===== config.mk =====
export PLATFORM = sky130hd
export DESIGN_NAME = flash_block_sequencer
export DESIGN_NICKNAME = d
export VERILOG_FILES = /design/src/rtl/flash_block_sequencer.sv
export SDC_FILE = /design/constraint.sdc
export NUM_CORES = 1
export LEC_CHECK = 0
export BUFFER_PORTS_ARGS = -buffer_cell sky130_fd_sc_hd__buf_2
export CORE_UTILIZATION = 45
export CTS_CLUSTER_SIZE = 10
export DETAILED_ROUTE_END_ITERATION = 8
export HOLD_SLACK_MARGIN = 0.06
export PLACE_DENSITY = 0.68
export SLEW_MARGIN = 15
export SYNTH_ARGS = -nofsm -noshare
export SYNTH_HDL_FRONTEND = slang
export SYNTH_SLANG_ARGS = --single-unit

===== constraint.sdc =====
create_clock -name CLK_50MHZ -period 2.6 [get_ports CLK_50MHZ]
set_input_delay 0.52 -clock CLK_50MHZ [delete_from_list [all_inputs] [get_ports CLK_50MHZ]]
set_output_delay 0.52 -clock CLK_50MHZ [all_outputs]
set_load 0.05 [all_outputs]

===== src/rtl/flash_block_sequencer.sv =====
// flash_block_sequencer
//   Saves or restores NUM_BYTES bytes of score-register-file state to/from flash
//   as one transaction, driving the flash byte-access controller through a
//   level start/done handshake.  Saves can optionally read each byte back and
//   compare it.  Every handshake wait is bounded by TIMEOUT_CYCLES.
//
// Ports
//   CLK_50MHZ, RST           clock, asynchronous active-low reset
//   save_req, load_req       single-cycle request pulses (save wins on collision)
//   busy, done, err_code     status: busy level, done pulse, 00 ok/01 timeout/10 verify
//   src_idx, src_data        register-file read port (combinational data)
//   dst_we, dst_idx, dst_data register-file write port (load only)
//   addr, data, direction_rw, fb_start  to flash controller (0 write, 1 read)
//   fb_done, fb_rdata        from flash controller
module flash_block_sequencer #(
  parameter logic [7:0]  BASE_ADDR      = 8'h00,
  parameter int unsigned NUM_BYTES      = 16,
  parameter int unsigned IDX_W          = 4,
  parameter bit          VERIFY         = 1'b1,
  parameter int unsigned TIMEOUT_CYCLES = 50000
) (
  input  logic             CLK_50MHZ,
  input  logic             RST,
  input  logic             save_req,
  input  logic             load_req,
  output logic             busy,
  output logic             done,
  output logic [1:0]       err_code,
  output logic [IDX_W-1:0] src_idx,
  input  logic [7:0]       src_data,
  output logic             dst_we,
  output logic [IDX_W-1:0] dst_idx,
  output logic [7:0]       dst_data,
  output logic [7:0]       addr,
  output logic [7:0]       data,
  output logic             direction_rw,
  output logic             fb_start,
  input  logic             fb_done,
  input  logic [7:0]       fb_rdata
);

  localparam int unsigned CntW = $clog2(TIMEOUT_CYCLES + 1);

  typedef enum logic [3:0] {
    StIdle, StPre, StFetch, StLatch, StIssueW, StReleaseW, StRdSetup,
    StIssueR, StReleaseR, StDstWr, StNext, StFinish
  } state_e;

  state_e           state_q, state_d;
  logic [IDX_W-1:0] idx_q, idx_d;
  logic [CntW-1:0]  cnt_q, cnt_d;
  logic             save_q, save_d;
  logic [1:0]       err_q, err_d;
  logic [7:0]       addr_q, addr_d;
  logic [7:0]       data_q, data_d;
  logic             dir_q, dir_d;
  logic [7:0]       rdata_q, rdata_d;

  logic             waiting;
  logic             timed_out;
  logic [7:0]       byte_addr;

  // Address arithmetic is 8-bit on purpose so the window wraps modulo 256.
  assign byte_addr = BASE_ADDR + 8'(idx_q);
  assign timed_out = (cnt_q == CntW'(TIMEOUT_CYCLES - 1));

  always_comb begin
    state_d = state_q;
    idx_d   = idx_q;
    save_d  = save_q;
    err_d   = err_q;
    addr_d  = addr_q;
    data_d  = data_q;
    dir_d   = dir_q;
    rdata_d = rdata_q;
    waiting = 1'b0;

    case (state_q)
      StIdle: begin
        if (save_req || load_req) begin
          save_d  = save_req;
          idx_d   = '0;
          err_d   = 2'b00;
          state_d = StPre;
        end
      end
      // Controller may still be finishing an op abandoned by a timeout.
      StPre: begin
        waiting = 1'b1;
        if (!fb_done) begin
          state_d = save_q ? StFetch : StRdSetup;
        end else if (timed_out) begin
          err_d   = 2'b01;
          state_d = StFinish;
        end
      end
      StFetch: state_d = StLatch;
      StLatch: begin
        data_d  = src_data;
        addr_d  = byte_addr;
        dir_d   = 1'b0;
        state_d = StIssueW;
      end
      StIssueW: begin
        waiting = 1'b1;
        if (fb_done) begin
          state_d = StReleaseW;
        end else if (timed_out) begin
          err_d   = 2'b01;
          state_d = StFinish;
        end
      end
      StReleaseW: begin
        waiting = 1'b1;
        if (!fb_done) begin
          if (VERIFY) begin
            dir_d   = 1'b1;
            state_d = StIssueR;
          end else begin
            state_d = StNext;
          end
        end else if (timed_out) begin
          err_d   = 2'b01;
          state_d = StFinish;
        end
      end
      StRdSetup: begin
        addr_d  = byte_addr;
        dir_d   = 1'b1;
        state_d = StIssueR;
      end
      StIssueR: begin
        waiting = 1'b1;
        if (fb_done) begin
          rdata_d = fb_rdata;
          state_d = StReleaseR;
        end else if (timed_out) begin
          err_d   = 2'b01;
          state_d = StFinish;
        end
      end
      StReleaseR: begin
        waiting = 1'b1;
        if (!fb_done) begin
          if (!save_q) begin
            state_d = StDstWr;
          end else if (rdata_q != data_q) begin
            err_d   = 2'b10;
            state_d = StFinish;
          end else begin
            state_d = StNext;
          end
        end else if (timed_out) begin
          err_d   = 2'b01;
          state_d = StFinish;
        end
      end
      StDstWr: state_d = StNext;
      StNext: begin
        if (idx_q == IDX_W'(NUM_BYTES - 1)) begin
          state_d = StFinish;
        end else begin
          idx_d   = idx_q + IDX_W'(1);
          state_d = save_q ? StFetch : StRdSetup;
        end
      end
      StFinish: state_d = StIdle;
      default:  state_d = StIdle;
    endcase

    // Counter restarts on every state change, so each wait phase gets its own budget.
    cnt_d = (waiting && (state_d == state_q)) ? cnt_q + CntW'(1) : '0;
  end

  always_ff @(posedge CLK_50MHZ or negedge RST) begin
    if (!RST) begin
      state_q <= StIdle;
      idx_q   <= '0;
      cnt_q   <= '0;
      save_q  <= 1'b0;
      err_q   <= 2'b00;
      addr_q  <= 8'h00;
      data_q  <= 8'h00;
      dir_q   <= 1'b0;
      rdata_q <= 8'h00;
    end else begin
      state_q <= state_d;
      idx_q   <= idx_d;
      cnt_q   <= cnt_d;
      save_q  <= save_d;
      err_q   <= err_d;
      addr_q  <= addr_d;
      data_q  <= data_d;
      dir_q   <= dir_d;
      rdata_q <= rdata_d;
    end
  end

  // Decoded from state so reset removes fb_start and dst_we immediately.
  assign busy         = (state_q != StIdle) && (state_q != StFinish);
  assign done         = (state_q == StFinish);
  assign fb_start     = (state_q == StIssueW) || (state_q == StIssueR);
  assign dst_we       = (state_q == StDstWr);
  assign err_code     = err_q;
  assign src_idx      = idx_q;
  assign dst_idx      = idx_q;
  assign dst_data     = rdata_q;
  assign addr         = addr_q;
  assign data         = data_q;
  assign direction_rw = dir_q;

endmodule

==> flow_summary.yaml, run 1 <==
status:
  status: "completed"
synth:
  avgSynthCellArea_sq_um: 10.7
  seq_area_frac_synth_pct: 42.8
  synth_top_area_share_pct: 42.8
  synth_commonest_cells: "dfrtp_1, mux2_2, xnor2_1"
  synth-seq-cells: 48
  synth_area_sq_um: 2810
  synth_most_common_cell: "dfrtp_1"
  ys_async_sr_fraction_pct: 100
  yosysUniqueCellTypes: 60
  synth.area.top_cells: "dfrtp_1, mux2_2, xnor2_1"
  yosysTopAreaCell: "dfrtp_1"
  yosys_warnings: 0
  ys.flop_type: "dfrtp_1"
  syn-instance-count: 262
  synth_edf_count: 0
floorplanning:
  design.core.area_sq_um: 5960
  die_area_sq_um: 6550
  pin_count: 60
  die_x_microns: 81.0
  rows: 28
  initial_core_util_pct: 47.1
  chipHeight_microns: 81.0
placed_design:
  dp_hpwl_microns: 4180
  dp_cells: 387
  port_buffers: 55
  place_congestion: 0.842
  pre_cts_ws_ns: 0.427
setup_path:
  r2r-end: "cnt_q[15]"
  critPathKind: "reg2out"
  r2r_start: "state_q[0]"
  required_ns: 2.08
  arrival_ns: 1.95
  worstRegToRegCells: 6
  rrSetupSlack_ns: 0.43
  crit_fanout: 20
  cp-start-kind: "register"
  end_kind: "output port"
final_layout:
  finalNonFillerCells: 395
  fillers: 540
  multi_input_area_sq_um: 1480
  n_antenna_cell: 0
  ff_latch_area_sq_um: 1200
  drive_gt1_share_pct: 35.3
  syn_to_final_growth_pct: 16.1
  fin_nets: 342
global_routing:
  grt_max_degree: 49
  grt_pass1_wl_microns: 9670
  grt_pass1_vias: 2081
  grt_usage_pct: 19.2
  antenna_found_initial: 0
  grt-ovfl-total: 0
job:
  max_cap_viol_count: 0
clocking:
  hold_buffers: 0
  ctsResizeCount: 0
  cts_tree: "yes"
  h-tree-depth: 2
  cts_root_buffer: "clkbuf_8"
  clock_latency_ns: 0.30
  clkTransAtPathRegs_ns: 0.09
  cts_setup_buffers: 0
  clock_path_buffers: 2
  cts_buffers: 5
  cts.sinks: 48
routing:
  drc: 0
  routedWlPerCell_microns: 14.3
  drtPass1Iterations: 5
  postRouteAntennaNets: 0
  vias: 2174
  finalWirelength_microns: 5650
  vias_per_cell: 5.50
  drtIter0Drc: 95
timing:
  slew_violations: 0
  tightest_slew_ns: 0.582
  fin_crit_sh_pct: 94.9
  skew_ns: 0.0116
  timing.fmax_mhz: 405
  max_slew_margin_pct: 61.2
  setup_viol: 0
  rsz0062_at_grt: "no"
  hold_viol: 0
  whs_ns: 0.295
  fin_ws_ns: 0.132
  final.setup.tns_ns: 0
  fin_crit_ns: 2.47
pwr:
  p_leak_nw: 1.41
  power_density_nw_per_um2: 1220
  ir_worst_vdd_mv: 0.833
min_path:
  hold_class: "in2async"
-- metrics by stage --
stage	instance area, sq um	utilization, %	total power [mW]
finish	3260	54.7	3.98
global route	3260	54.7	4.22
CTS	3260	54.7	4.02
detailed placement	3150	52.9	3.47
global placement	3150	52.9	3.45
floorplan	2820	-	2.98
-- worst max-delay path, cell delays in order, from the launching register on --
cell and delay, ns:
dfrtp_1 0.71, nand2b_1 0.25, nor3b_1 0.35, buf_2 0.33
-- kinds of logic after synthesis --
kind of cell	after synthesis	share of synthesized area (%)
DFF	48	42.8
xor gates and xnor gates	25	7.81
muxes	22	8.79
and+or+nand+nor	89	22.0
AOI/OAI and AO/OA	51	12.7
other	1	0.134
adders and majority gates	2	0.892
buffers and inverters	24	4.86
-- final cells by class --
type / instances / area share [%]
repair buffers: 66 / 11.0
multi-input cells: 193 / 45.4
clock buffers: 6 / 2.23
clock inverters: 2 / 1.08
well taps: 75 / 2.88
flip-flops and latches: 48 / 36.9
inverters: 5 / 0.576
-- per-layer routing --
metal / global-route usage (%) / part of all wire [%] / vias to the layer above / wire, microns
li1: - / - / 1057 / -
met1: 26.0 / 46 / 1049 / 2620
met2: 29.9 / 47 / 64 / 2660
met3: 5.17 / 5.7 / 4 / 324
met4: 5.71 / 0.81 / 0 / 46
met5: 0 / 0 / - / 0
-- power by group --
| part | internal, mW | total (mW) | switching, mW |
|---|---|---|---|
| combinational | 0.771 | 2.22 | 1.44 |
| clock | 0.286 | 0.528 | 0.243 |
| sequential | 0.966 | 1.23 | 0.268 |
| total | 2.02 | 3.98 | 1.96 |
-- registers in the layout, summed over array words and instances, names as in the netlist --
name / count
direction_rw: 1
state_q: 4
data: 8
cnt_q: 16
dst_idx: 4
dst_data: 8
addr: 4
save_q: 1
err_code: 2
-- worst max path at each step --
stage                           from        end  cells past startpoint
after floorplan           state_q[0]   fb_start                      3
after global placement    state_q[0]   cnt_q[8]                      6
after detailed placement  state_q[0]  cnt_q[15]                      6
after CTS                 state_q[0]   fb_start                      3
after global routing      state_q[0]   fb_start                      3
final                     state_q[0]   fb_start                      3
-- layout by cell type (no fill, tap or decap), types with 3 or more instances in the layout --
master,n
a21o_1,3
a21oi_1,11
and4_1,3
buf_2,55
buf_4,11
clkbuf_8,5
conb_1,4
dfrtp_1,48
inv_1,5
mux2_2,19
nand2_1,11
nand2b_1,7
nand3_1,6
nand3b_1,3
nand4_1,7
nor2_1,14
nor2b_1,5
nor3_2,10
o211ai_1,4
o21a_1,3
o21ai_0,9
or3_1,4
xnor2_1,19
xor2_1,6
No activity file was read; power rests on OpenSTA's default activity.
==> inputs of run 2 (changes only) <==
--- a/config.mk
+++ b/config.mk
@@ -11,6 +11,7 @@
 export DETAILED_ROUTE_END_ITERATION = 8
 export HOLD_SLACK_MARGIN = 0.06
 export PLACE_DENSITY = 0.68
+export RECOVER_POWER = 50
 export SLEW_MARGIN = 15
 export SYNTH_ARGS = -nofsm -noshare
 export SYNTH_HDL_FRONTEND = slang
==> flow_summary.yaml, run 2 (synthesized netlist as in run 1, its figures left out) <==
routing:
  vias: 2171
  drtIter0Drc: 96
  finalWirelength_microns: 5630
  drc: 0
  postRouteAntennaNets: 0
  vias_per_cell: 5.50
  drtPass1Iterations: 5
  routedWlPerCell_microns: 14.3
floorplanning:
  pin_count: 60
  design.core.area_sq_um: 5960
  rows: 28
  die_area_sq_um: 6550
  die_x_microns: 81.0
  chipHeight_microns: 81.0
  initial_core_util_pct: 47.1
setup_path:
  crit_chain: "nand2b_1 -> nor3b_1 -> buf_2"
  critPathKind: "reg2out"
  required_ns: 2.08
  max_stage_delay_ns: 0.70
  arrival_ns: 1.94
  crit_start: "state_q[0]"
  worstRegToRegCells: 6
  crit_family: "flip-flops"
  path_buf_inv: 1
  cp-start-kind: "register"
  r2r_start: "state_q[0]"
  rrSetupSlack_ns: 0.43
  end_kind: "output port"
  endpoint: "fb_start"
  cp_num_cells: 3
  crit_fanout: 20
  r2r-end: "cnt_q[15]"
  crit_slowest_cell: "dfrtp_1"
placed_design:
  dp_hpwl_microns: 4180
  place_congestion: 0.842
  port_buffers: 55
timing:
  tightest_slew_ns: 1.14
  hold_viol: 0
  max_slew_margin_pct: 23.8
  setup_viol: 0
  rsz0062_at_grt: "no"
  fin_crit_sh_pct: 94.6
  timing.fmax_mhz: 406
  skew_ns: 0.0114
  fin_crit_ns: 2.46
  final.setup.tns_ns: 0
  slew_violations: 0
final_layout:
  syn_to_final_growth_pct: 15.3
  fillers: 551
  mostFrequentLayoutCell: "dfrtp_1"
  largest_reg_flops: 16
  top_register: "cnt_q"
  fin_nets: 342
  n_antenna_cell: 0
  final_cell_mix: "dfrtp_1, buf_2, xnor2_1, mux2_2, clkbuf_1"
  drive_gt1_share_pct: 30.0
clocking:
  clock_path_buffers: 2
  clkTransAtPathRegs_ns: 0.09
  hold_buffers: 0
  cts_setup_buffers: 0
  ctsResizeCount: 0
  cts_root_buffer: "clkbuf_8"
  h-tree-depth: 2
  cts_tree: "yes"
  clock_latency_ns: 0.30
  cts_buffers: 5
  cts.sinks: 48
global_routing:
  grt-ovfl-total: 0
  grt_usage_pct: 19.2
  antenna_found_initial: 0
  grt_pass1_wl_microns: 9670
  grt_max_degree: 49
  grt_pass1_vias: 2081
pwr:
  power_mw: 3.94
  p_leak_nw: 1.35
  power_density_nw_per_um2: 1220
  ir_worst_vdd_mv: 0.816
min_path:
  hp-start: "fb_rdata[3]"
  hold_class: "in2reg"
job:
  max_cap_viol_count: 0
status:
  status: "completed"
==> run 2: how the worst min path moves through the flow <==
| stage | endpoint | depth (start not counted) | slack, ns |
|---|---|---|---|
| final | dst_data[3] | 2 | 0.43 |
| after global routing | dst_data[3] | 2 | 0.41 |
| after CTS | dst_data[3] | 2 | 0.32 |
| after detailed placement | cnt_q[0] | 1 | 0.46 |
| after global placement | cnt_q[0] | 1 | 0.47 |
| after floorplan | addr[0] | 0 | 0.22 |
==> run 2: metal layers <==
metal | vias up | share of wire [%] | track usage, % | wire [microns]
met2 | 68 | 47 | 29.9 | 2650
met3 | 4 | 6.0 | 5.17 | 338
li1 | 1057 | - | - | -
met4 | 0 | 0.82 | 5.71 | 46
met1 | 1042 | 46 | 26.0 | 2590
met5 | - | 0 | 0 | 0
==> run 2: area by class of cell <==
type	count	area [sq um]	area share, %
timing repair buffer	66	334	10.3
inverter	5	18.8	0.580
tap	75	93.8	2.90
clock buffer	6	72.6	2.24
clock inverter	2	35.0	1.08
multi-input combinational	193	1480	45.7
sequential	48	1200	37.1
==> run 2: metrics by stage <==
step	instances	setup slack [ns]	instance area (sq um)	utilization (%)	hold WS, ns
after CTS	395	0.142	3260	54.7	0.319
after floorplan	265	0.103	2820	-	0.224
after global routing	395	0.0273	3230	54.3	0.411
after global placement	387	0.512	3150	52.9	0.465
after detailed placement	387	0.427	3150	52.9	0.462
final	395	0.140	3230	54.3	0.426
==> run 2: where the power goes <==
part / internal (mW) / total [mW] / leakage, nW / switching [mW]
clock: 0.286 / 0.528 / 0.0552 / 0.243
combinational: 0.738 / 2.18 / 0.678 / 1.44
sequential: 0.966 / 1.23 / 0.621 / 0.268
